## src/rtl/pdm_stream_serializer.sv

```systemverilog
// pdm_stream_serializer
//   Buffers parallel sample words in a small FIFO and shifts each word out
//   serially on audio_data. Bit period and bit order are programmable and
//   captured per word. Words stream back-to-back with no idle cycles.
//
// Ports
//   clock, reset   system clock; asynchronous active-high reset
//   enable         run control; low aborts the current word and idles
//   lsb_first      bit order, captured at each word load
//   bit_div        bit period = bit_div+1 clocks, captured at each word load
//   in_data/in_valid/in_ready   sample word push handshake
//   audio_enable   copy of enable
//   audio_data     registered serial bit
//   word_done      one-cycle pulse per completed word
//   underrun       one-cycle pulse when a word ends with the FIFO empty
//   fifo_level     words currently buffered
//   bit_count      index of the bit currently on audio_data
//
// state    | meaning
// ---------+-------------------------------------------------------
// ST_IDLE  | shifter idle, audio_data low, waiting for enable + data
// ST_LOAD  | next edge pops the FIFO head into the shift register
// ST_SHIFT | word in flight; divider paces bit changes

module pdm_stream_serializer #(
    parameter int DATA_WIDTH = 16,
    parameter int FIFO_DEPTH = 4,
    parameter int DIV_WIDTH  = 8
) (
    input  logic                              clock,
    input  logic                              reset,
    input  logic                              enable,
    input  logic                              lsb_first,
    input  logic [DIV_WIDTH-1:0]              bit_div,
    input  logic [DATA_WIDTH-1:0]             in_data,
    input  logic                              in_valid,
    output logic                              in_ready,
    output logic                              audio_enable,
    output logic                              audio_data,
    output logic                              word_done,
    output logic                              underrun,
    output logic [$clog2(FIFO_DEPTH+1)-1:0]   fifo_level,
    output logic [$clog2(DATA_WIDTH)-1:0]     bit_count
);

    localparam int PTR_W = $clog2(FIFO_DEPTH);
    localparam int LVL_W = $clog2(FIFO_DEPTH + 1);
    localparam int CNT_W = $clog2(DATA_WIDTH);
    localparam logic [CNT_W-1:0] LAST_BIT = CNT_W'(DATA_WIDTH - 1);
    localparam logic [LVL_W-1:0] FULL_LVL = LVL_W'(FIFO_DEPTH);

    typedef enum logic [1:0] {
        ST_IDLE  = 2'd0,
        ST_LOAD  = 2'd1,
        ST_SHIFT = 2'd2
    } state_t;

    // FIFO storage and pointers
    logic [DATA_WIDTH-1:0] mem_q [FIFO_DEPTH];
    logic [PTR_W-1:0]      wr_ptr_q, wr_ptr_d;
    logic [PTR_W-1:0]      rd_ptr_q, rd_ptr_d;
    logic [LVL_W-1:0]      level_q, level_d;

    // Shifter
    state_t                state_q, state_d;
    logic [DATA_WIDTH-1:0] shift_q, shift_d;
    logic [DIV_WIDTH-1:0]  div_q, div_d;
    logic [DIV_WIDTH-1:0]  div_lat_q, div_lat_d;
    logic                  lsb_lat_q, lsb_lat_d;
    logic                  audio_q, audio_d;
    logic [CNT_W-1:0]      cnt_q, cnt_d;
    logic                  word_done_q, word_done_d;
    logic                  underrun_q, underrun_d;

    logic                  push;
    logic                  pop;
    logic                  load;
    logic                  fifo_empty;
    logic [DATA_WIDTH-1:0] head;

    assign in_ready     = (level_q != FULL_LVL);
    assign push         = in_valid && in_ready;
    assign fifo_empty   = (level_q == '0);
    assign head         = mem_q[rd_ptr_q];

    assign audio_enable = enable;
    assign audio_data   = audio_q;
    assign word_done    = word_done_q;
    assign underrun     = underrun_q;
    assign fifo_level   = level_q;
    assign bit_count    = cnt_q;

    // Shifter control. A final-bit tick with data waiting reloads on the
    // same edge, so consecutive words have no gap.
    always_comb begin
        state_d     = state_q;
        shift_d     = shift_q;
        div_d       = div_q;
        div_lat_d   = div_lat_q;
        lsb_lat_d   = lsb_lat_q;
        audio_d     = audio_q;
        cnt_d       = cnt_q;
        word_done_d = 1'b0;
        underrun_d  = 1'b0;
        load        = 1'b0;
        pop         = 1'b0;

        if (!enable) begin
            state_d = ST_IDLE;
            audio_d = 1'b0;
            cnt_d   = '0;
            div_d   = '0;
        end else begin
            case (state_q)
                ST_IDLE: begin
                    if (!fifo_empty) begin
                        state_d = ST_LOAD;
                    end
                end
                ST_LOAD: begin
                    if (fifo_empty) begin
                        state_d = ST_IDLE;
                    end else begin
                        load = 1'b1;
                    end
                end
                ST_SHIFT: begin
                    if (div_q == div_lat_q) begin
                        if (cnt_q != LAST_BIT) begin
                            audio_d = lsb_lat_q ? shift_q[0] : shift_q[DATA_WIDTH-1];
                            shift_d = lsb_lat_q ? (shift_q >> 1) : (shift_q << 1);
                            cnt_d   = cnt_q + CNT_W'(1);
                            div_d   = '0;
                        end else begin
                            word_done_d = 1'b1;
                            if (!fifo_empty) begin
                                load = 1'b1;
                            end else begin
                                underrun_d = 1'b1;
                                audio_d    = 1'b0;
                                cnt_d      = '0;
                                div_d      = '0;
                                state_d    = ST_IDLE;
                            end
                        end
                    end else begin
                        div_d = div_q + DIV_WIDTH'(1);
                    end
                end
                default: begin
                    state_d = ST_IDLE;
                end
            endcase
        end

        if (load) begin
            pop       = 1'b1;
            lsb_lat_d = lsb_first;
            div_lat_d = bit_div;
            audio_d   = lsb_first ? head[0] : head[DATA_WIDTH-1];
            shift_d   = lsb_first ? (head >> 1) : (head << 1);
            cnt_d     = '0;
            div_d     = '0;
            state_d   = ST_SHIFT;
        end
    end

    always_comb begin
        wr_ptr_d = push ? (wr_ptr_q + PTR_W'(1)) : wr_ptr_q;
        rd_ptr_d = pop  ? (rd_ptr_q + PTR_W'(1)) : rd_ptr_q;
        level_d  = level_q;
        if (push && !pop) begin
            level_d = level_q + LVL_W'(1);
        end else if (pop && !push) begin
            level_d = level_q - LVL_W'(1);
        end
    end

    // Storage is not reset; the pointers and level define what is valid.
    always_ff @(posedge clock) begin
        if (push) begin
            mem_q[wr_ptr_q] <= in_data;
        end
    end

    always_ff @(posedge clock or posedge reset) begin
        if (reset) begin
            wr_ptr_q    <= '0;
            rd_ptr_q    <= '0;
            level_q     <= '0;
            state_q     <= ST_IDLE;
            shift_q     <= '0;
            div_q       <= '0;
            div_lat_q   <= '0;
            lsb_lat_q   <= 1'b0;
            audio_q     <= 1'b0;
            cnt_q       <= '0;
            word_done_q <= 1'b0;
            underrun_q  <= 1'b0;
        end else begin
            wr_ptr_q    <= wr_ptr_d;
            rd_ptr_q    <= rd_ptr_d;
            level_q     <= level_d;
            state_q     <= state_d;
            shift_q     <= shift_d;
            div_q       <= div_d;
            div_lat_q   <= div_lat_d;
            lsb_lat_q   <= lsb_lat_d;
            audio_q     <= audio_d;
            cnt_q       <= cnt_d;
            word_done_q <= word_done_d;
            underrun_q  <= underrun_d;
        end
    end

endmodule

```

## config.mk

```make
export PLATFORM = sky130hd
export DESIGN_NAME = pdm_stream_serializer
export DESIGN_NICKNAME = d
export VERILOG_FILES = /design/src/rtl/pdm_stream_serializer.sv
export SDC_FILE = /design/constraint.sdc
export NUM_CORES = 1
export LEC_CHECK = 0
export BUFFER_PORTS_ARGS = -buffer_cell sky130_fd_sc_hd__buf_2
export CAP_MARGIN = 20
export CORE_MARGIN = 5
export CORE_UTILIZATION = 50
export CTS_CLUSTER_DIAMETER = 80
export DETAILED_ROUTE_END_ITERATION = 7
export PLACE_DENSITY_LB_ADDON = 0.15
export SLEW_MARGIN = 20
export SYNTH_ARGS = -nofsm -noshare
export SYNTH_HDL_FRONTEND = slang
export SYNTH_SLANG_ARGS = --single-unit
```

## constraint.sdc

```tcl
create_clock -name clock -period 2.6 [get_ports clock]
set_clock_uncertainty 0.2 [all_clocks]
set_input_delay 0.13 -clock clock [delete_from_list [all_inputs] [get_ports clock]]
set_output_delay 0.13 -clock clock [all_outputs]
set_load 0.02 [all_outputs]
```

==> results of run 1 <==
-- power by group through the flow --
stage	sequential [uW]	clock (uW)	combinational [uW]
5_1_grt	2800	2300	2260
6_report	2730	2150	2060
2_1_floorplan	2660	0	1610
4_1_cts	2740	2190	2070
3_5_place_dp	2770	0	2020
3_3_place_gp	2750	0	1990
-- final timing paths --
| kind | cells past startpoint | start | slack [ps] | end |
|---|---|---|---|---|
| min in group asynchronous | 4 | reset | 490 | bit_count[2] |
| hold reg to reg | 1 | div_lat_q[4] | 350 | div_lat_q[4] |
| setup reg to reg | 10 | state_q[0] | 140 | fifo_level[1] |
| max in group asynchronous | 5 | reset | 930 | shift_q[9] |
| hold / removal | 2 | in_data[11] | 170 | mem_q[0][11] |
| setup / recovery | 10 | state_q[0] | 140 | fifo_level[1] |
-- placed cells by master, fill, tap and decap left out, drive strengths merged, types with 13 or more instances in the layout --
cell type / netlist / final
nand2: 26 / 26
nor2: 13 / 13
o21ai: 19 / 19
edfxtp: 64 / 64
buf: 9 / 51
dfrtp: 49 / 49
mux2: 40 / 40
mux2i: 18 / 18
clkbuf: 6 / 17
mux4: 16 / 16
dlygate4sd3: 0 / 29
-- cells by family (layout without fill, tap and decap cells) --
group | after synthesis | after routing
buffers and inverters | 26 | 122
flip-flops | 113 | 113
AND/OR/NAND/NOR | 83 | 83
adder cells (fa/ha/maj) | 11 | 11
XOR/XNOR | 16 | 16
multiplexers | 74 | 74
AO/OA/AOI/OAI | 45 | 45
-- registers in the layout (all words and copies together), names as in the netlist --
signal      cells
fifo_level      3
shift_q        16
mem_q          64
div_q           8
wr_ptr_q        2
bit_count       4
rd_ptr_q        2
underrun        1
div_lat_q       8
lsb_lat_q       1
audio_data      1
state_q         2
word_done       1
-- cells in the mapped netlist, types with 2 or more instances --
cell type | n | area share
sky130_fd_sc_hd__and4_4 | 2 | 0.0043
sky130_fd_sc_hd__xnor2_1 | 11 | 0.018
sky130_fd_sc_hd__and2_1 | 3 | 0.0035
sky130_fd_sc_hd__nor4_1 | 2 | 0.0024
sky130_fd_sc_hd__o2bb2ai_1 | 3 | 0.0050
sky130_fd_sc_hd__o21ai_0 | 19 | 0.018
sky130_fd_sc_hd__nor3_2 | 2 | 0.0038
sky130_fd_sc_hd__a21o_1 | 2 | 0.0028
sky130_fd_sc_hd__mux2i_1 | 18 | 0.034
sky130_fd_sc_hd__or3_1 | 3 | 0.0035
sky130_fd_sc_hd__buf_2 | 4 | 0.0038
sky130_fd_sc_hd__mux2_4 | 3 | 0.0085
sky130_fd_sc_hd__o22ai_1 | 2 | 0.0024
sky130_fd_sc_hd__nand2_1 | 26 | 0.018
sky130_fd_sc_hd__dfrtp_1 | 49 | 0.23
sky130_fd_sc_hd__nor3_1 | 3 | 0.0028
sky130_fd_sc_hd__mux2_2 | 37 | 0.079
sky130_fd_sc_hd__nand4_1 | 4 | 0.0047
sky130_fd_sc_hd__xor2_1 | 5 | 0.0083
sky130_fd_sc_hd__nand3_1 | 10 | 0.0094
sky130_fd_sc_hd__edfxtp_1 | 64 | 0.36
sky130_fd_sc_hd__inv_1 | 11 | 0.0078
sky130_fd_sc_hd__clkbuf_1 | 6 | 0.0043
sky130_fd_sc_hd__and3_1 | 7 | 0.0083
sky130_fd_sc_hd__nand3b_1 | 2 | 0.0028
sky130_fd_sc_hd__buf_4 | 3 | 0.0043
sky130_fd_sc_hd__a21oi_1 | 5 | 0.0047
sky130_fd_sc_hd__mux4_2 | 16 | 0.068
sky130_fd_sc_hd__buf_6 | 2 | 0.0043
sky130_fd_sc_hd__ha_1 | 10 | 0.024
sky130_fd_sc_hd__nor2_1 | 13 | 0.0092
sky130_fd_sc_hd__and2_0 | 2 | 0.0024
-- worst max-delay path, stage by stage, from the launching register on --
cell                      delay, ps
sky130_fd_sc_hd__dfrtp_1        360
sky130_fd_sc_hd__inv_2           80
sky130_fd_sc_hd__ha_4           320
sky130_fd_sc_hd__nand3_2         70
sky130_fd_sc_hd__nor3_2         150
sky130_fd_sc_hd__a32o_2         230
sky130_fd_sc_hd__inv_4           40
sky130_fd_sc_hd__ha_4           160
sky130_fd_sc_hd__inv_2           50
sky130_fd_sc_hd__fa_2           410
sky130_fd_sc_hd__mux2_4         270
-- metrics by stage --
stage | hold slack [ps] | cell area [um2]
after detailed placement | -88.15 | 5768
final | 167.2 | 6623
after global routing | 148.4 | 6623
after global placement | -95.63 | 5768
after floorplan | 28.87 | 5406
after CTS | 146.6 | 6615
-- metal layers --
metal  vias up  GRT usage
li1       1562          -
met1      1597     0.2318
met2        54     0.2753
met3        14    0.05348
met4         0    0.07853
met5         -          0
-- area by class of cell --
type | count | area (um2)
fillers | 758 | 3701
inverters | 11 | 43.79
repair buffers | 80 | 585.6
well taps | 136 | 170.2
flip-flops and latches | 113 | 3154
clock buffers | 17 | 414.1
clock inverters | 14 | 142.6
multi-input cells | 229 | 2112
-- timing repair --
action | in CTS | in global routing
hold endpoints to repair | 136 | 0
hold buffers | 29 | 0
setup buffers | 0 | 1
endpoints found under the setup margin | 0 | 2
==> results.yml, run 1 <==
power_and_ir_drop:
  switchingPower_uw: 2129
  finalPower_uw: 6945
  p_per_area_nw_per_um2: 1049
  clockPowerShare: 0.310
  max_ir_drop_vdd_mv: 0.6213
  p_seq_frac: 0.393
  sw_frac: 0.3066
  power.leakage_uw: 0.002634
  pwr-share-comb: 0.297
  power_report.internal_total_uw: 4816
clock_network:
  cts_max_path_buffers: 2
  cts_tree: "built"
  cts_buffers: 17
  clk_root_buffer_cell: "sky130_fd_sc_hd__clkbuf_8"
  clock_pin_slew_of_the_registers_on_the_worst_case_setup_and_hold_paths_ps: 60
  cts.sink_count: 113
  post_cts.resized_instances: 0
  cts-htree-levels: 4
  clkLatencyLatePin_ps: 520
timing:
  setup_ws_ps: 138.6
  finalCritPeriodShare: 0.9467
  setup_viol: 0
  final-max-slew-violation-count: 0
  tns_ps: 0
  timing.final.hold_violations: 0
  period_minus_slack_ps: 2461
  max_clock_freq_mhz: 406.3
  relSlewSlack: 0.5647
  worst_pin_slew_ps: 652.9
  grt_setup_unrepaired: "false"
place:
  place.detailed.instances: 539
  routabilityCongestion: 0.8672
  place_hpwl_um: 6653
  portBuffers: 40
  detailedPlace.worstSlack_ps: 106.6
global_route:
  grt-ovfl-total: 0
  grt_start_max_net_pins: 46
  antenna_violations_before_repair: 0
  first_global_vias: 3415
  track_usage: 0.1773
  grt_pass1_wl_um: 17220
route:
  first_pass_iters: 6
  detail_route_met2_wl_um: 5001
  route.antenna.remaining_nets: 0
  drc_errors: 0
  post_drt_via_cell_ratio: 5.378
  route.top_layer_used: "met4"
  met3_wirelength_um: 395
  postRouteWirelength_um: 10310
  route.layer.met1.wl_um: 4751
  routed_wire_length_per_instance_um: 17.18
  first_iter_violations: 206
  num_vias: 3227
worst_setup_path:
  crit_arrival_ps: 2660
  criticalPathCategory: "reg -> reg"
  timing.critical_path.from_type: "register"
  timing.critical_path.fanout_max: 6
  timing.critical_path.required_ps: 2800
  worst_setup_path_end_kind: "register"
die:
  die_outline_area_um2: 12750
  chipWidth_um: 112.9
  design.portCount: 41
  row_count: 37
  chip_height_um: 112.9
  initial_utilization: 0.5131
  core_um2: 10320
synth:
  synth-xor-area-share: 0.02645
  synth.distinct_cells: 51
  synthAdderAreaFrac: 0.02740
  synth_enable_flop_cells: 64
  number_of_instances_in_the_synthesized_netlist: 368
  seq_area_frac_synth: 0.5942
  async_flop_share: 0.4336
  postSynthNetCount: 408
  synthesis.area_per_instance_um2: 14.40
  postSynthRegisterBits: 113
  synth-simple-area-share: 0.08148
  post_synth_instance_area_um2: 5298
  synth_flop_cell: "sky130_fd_sc_hd__edfxtp_1"
  mux_cell_area_share_after_synthesis: 0.1892
  compound_gate_fraction_of_synth_area: 0.05692
  yosys_warnings: 0
  synth_top_family_by_area: "multiplexers"
worst_hold_path:
  min_path_type: "in -> reg"
layout:
  syn2layout_area_growth_pct: 25.01
  stdcell_count: 600
  drive_gt1_frac: 0.3470
  postLayoutCoreUtil: 0.6415
  antenna-diode-count: 0
  final_net_count: 492
run_status:
  outcome: "finished, final reports clean"
run:
  maxCapViolations: 0
(Power assumes the default switching activity.)
==> run 2, diff against run 1 <==
MAX_ROUTING_LAYER = met4   (was default)
SLEW_MARGIN = 5   (was 20)
==> run 2 against run 1 <==
Net effect:
- maximum frequency hardly changed
- clock-buffer cell count stayed put
- global-route usage is 0.50 points higher
- total power hardly changed
- register-to-register slack hardly changed
- sequential cell count stayed put
- highest routed layer unchanged
- clock power hardly changed
- critical path type unchanged
- final area stayed put
- worst setup slack better by 1.9 ps
- non-clock buffer count stayed put
- utilization stayed put
- worst hold slack better by 0.61 ps
==> results.yml, run 2 (synthesis results as in run 1) <==
global_route:
  first_global_vias: 3415
  grt_start_max_net_pins: 46
  antenna_violations_before_repair: 0
  grt_pass1_wl_um: 17200
  grt-ovfl-total: 0
  track_usage: 0.1823
worst_setup_path:
  timing.critical_path.fanout_max: 6
  criticalPathCategory: "reg -> reg"
  rr_startpoint: "state_q[0]"
  timing.critical_path.required_ps: 2800
  rr_worst_depth: 10
  r2r_slack_ps: 140
  rr_endpoint: "fifo_level[1]"
  crit_arrival_ps: 2660
  timing.critical_path.from_type: "register"
  crit_path_start: "state_q[0]"
  worst_setup_path_end_kind: "register"
  setup.worst_path.end: "fifo_level[1]"
die:
  chip_height_um: 112.9
  chipWidth_um: 112.9
  row_count: 37
  design.portCount: 41
  core_um2: 10320
  die_outline_area_um2: 12750
  initial_utilization: 0.5131
timing:
  timing.final.hold_violations: 0
  setup_viol: 0
  period_minus_slack_ps: 2459
  final-max-slew-violation-count: 0
  tightest_hold_margin_ps: 167.8
  tns_ps: 0
  max_clock_freq_mhz: 406.6
  finalCritPeriodShare: 0.9460
  relSlewSlack: 0.5698
  grt_setup_unrepaired: "false"
  worst_pin_slew_ps: 645.2
place:
  routabilityCongestion: 0.8814
  place_hpwl_um: 6653
  portBuffers: 40
layout:
  largest_register_ff_count: 64
  registers.top_by_ff_count: "mem_q"
  final_common_cell: "sky130_fd_sc_hd__edfxtp_1"
  final_cell_mix: "sky130_fd_sc_hd__edfxtp_1, sky130_fd_sc_hd__dfrtp_1, sky130_fd_sc_hd__buf_2"
  postLayoutCoreUtil: 0.6415
  drive_gt1_frac: 0.3470
  n_fill_cell: 758
  syn2layout_area_growth_pct: 25.01
  antenna-diode-count: 0
  largest_registers: "mem_q x64, shift_q x16"
  multiInputGateArea_um2: 2112
  final_net_count: 492
  sequential_cell_area_um2: 3154
clock_network:
  clock_pin_slew_of_the_registers_on_the_worst_case_setup_and_hold_paths_ps: 60
  clk_root_buffer_cell: "sky130_fd_sc_hd__clkbuf_8"
  cts_buffers: 17
  cts_tree: "built"
  cts_max_path_buffers: 2
  cts.sink_count: 113
  cts-htree-levels: 4
  post_cts.resized_instances: 0
  clkLatencyLatePin_ps: 510
power_and_ir_drop:
  max_ir_drop_vdd_mv: 0.6217
  power.leakage_uw: 0.002634
  p_per_area_nw_per_um2: 1049
  finalPower_uw: 6946
worst_hold_path:
  timing.hold.worst.start: "in_data[11]"
  min_path_type: "in -> reg"
route:
  num_vias: 3221
  first_iter_violations: 256
  postRouteWirelength_um: 10320
  route.antenna.remaining_nets: 0
  drc_errors: 0
  routed_wire_length_per_instance_um: 17.20
  first_pass_iters: 4
  post_drt_via_cell_ratio: 5.368
run:
  maxCapViolations: 0
run_status:
  outcome: "finished, final reports clean"
==> run 2: cell counts in the layout (fill, tap and decap cells not counted) <==
No cell type changed its count.
==> run 2: repair_timing <==
action | in CTS | in global routing
setup buffers | 0 | 1
hold buffers | 29 | 0
endpoints found under the setup margin | 0 | 2
hold endpoints to repair | 136 | 0
==> run 2: power breakdown <==
part | switching (uW) | internal [uW] | leakage [uW]
clock | 804 | 1350 | 0.000251
combinational | 983 | 1080 | 0.00117
sequential | 343 | 2390 | 0.00121
==> run 2: layout make-up <==
| type | count | share of cell area |
|---|---|---|
| Sequential cell | 113 | 0.4763 |
| Multi-Input combinational cell | 229 | 0.3189 |
| Timing Repair Buffer | 80 | 0.08842 |
| Clock buffer | 17 | 0.06254 |
| Tap cell | 136 | 0.02569 |
| Clock inverter | 14 | 0.02154 |
| Inverter | 11 | 0.006613 |
==> run 2: worst min-delay path by stage <==
stage | cells past startpoint | end
floorplan | 0 | mem_q[0][0]
CTS | 2 | mem_q[0][11]
detailed placement | 2 | bit_count[2]
global route | 2 | mem_q[3][6]
global placement | 2 | underrun
finish | 2 | mem_q[3][11]
==> run 2: critical path, cell delays in order, from the launching register on <==
cell                      delay, ps
sky130_fd_sc_hd__dfrtp_1        360
sky130_fd_sc_hd__inv_2           80
sky130_fd_sc_hd__ha_4           320
sky130_fd_sc_hd__nand3_2         70
sky130_fd_sc_hd__nor3_2         150
sky130_fd_sc_hd__a32o_2         230
sky130_fd_sc_hd__inv_4           40
sky130_fd_sc_hd__ha_4           160
sky130_fd_sc_hd__inv_2           50
sky130_fd_sc_hd__fa_2           410
sky130_fd_sc_hd__mux2_4         270
==> run 2: stage by stage <==
step | setup slack, ps | instances | area, um2
3_3_place_gp | 166.9 | 539 | 5768
2_1_floorplan | -35.30 | 368 | 5406
4_1_cts | 90.77 | 599 | 6615
6_report | 140.5 | 600 | 6623
3_5_place_dp | 106.6 | 539 | 5768
5_1_grt | 7.893 | 600 | 6623
==> run 2: layer usage <==
metal / global-route usage / routed length, um
met3: 0.04652 / 372
met2: 0.2753 / 5060
met4: 0.08574 / 162
met1: 0.2321 / 4726
met5: - / 0
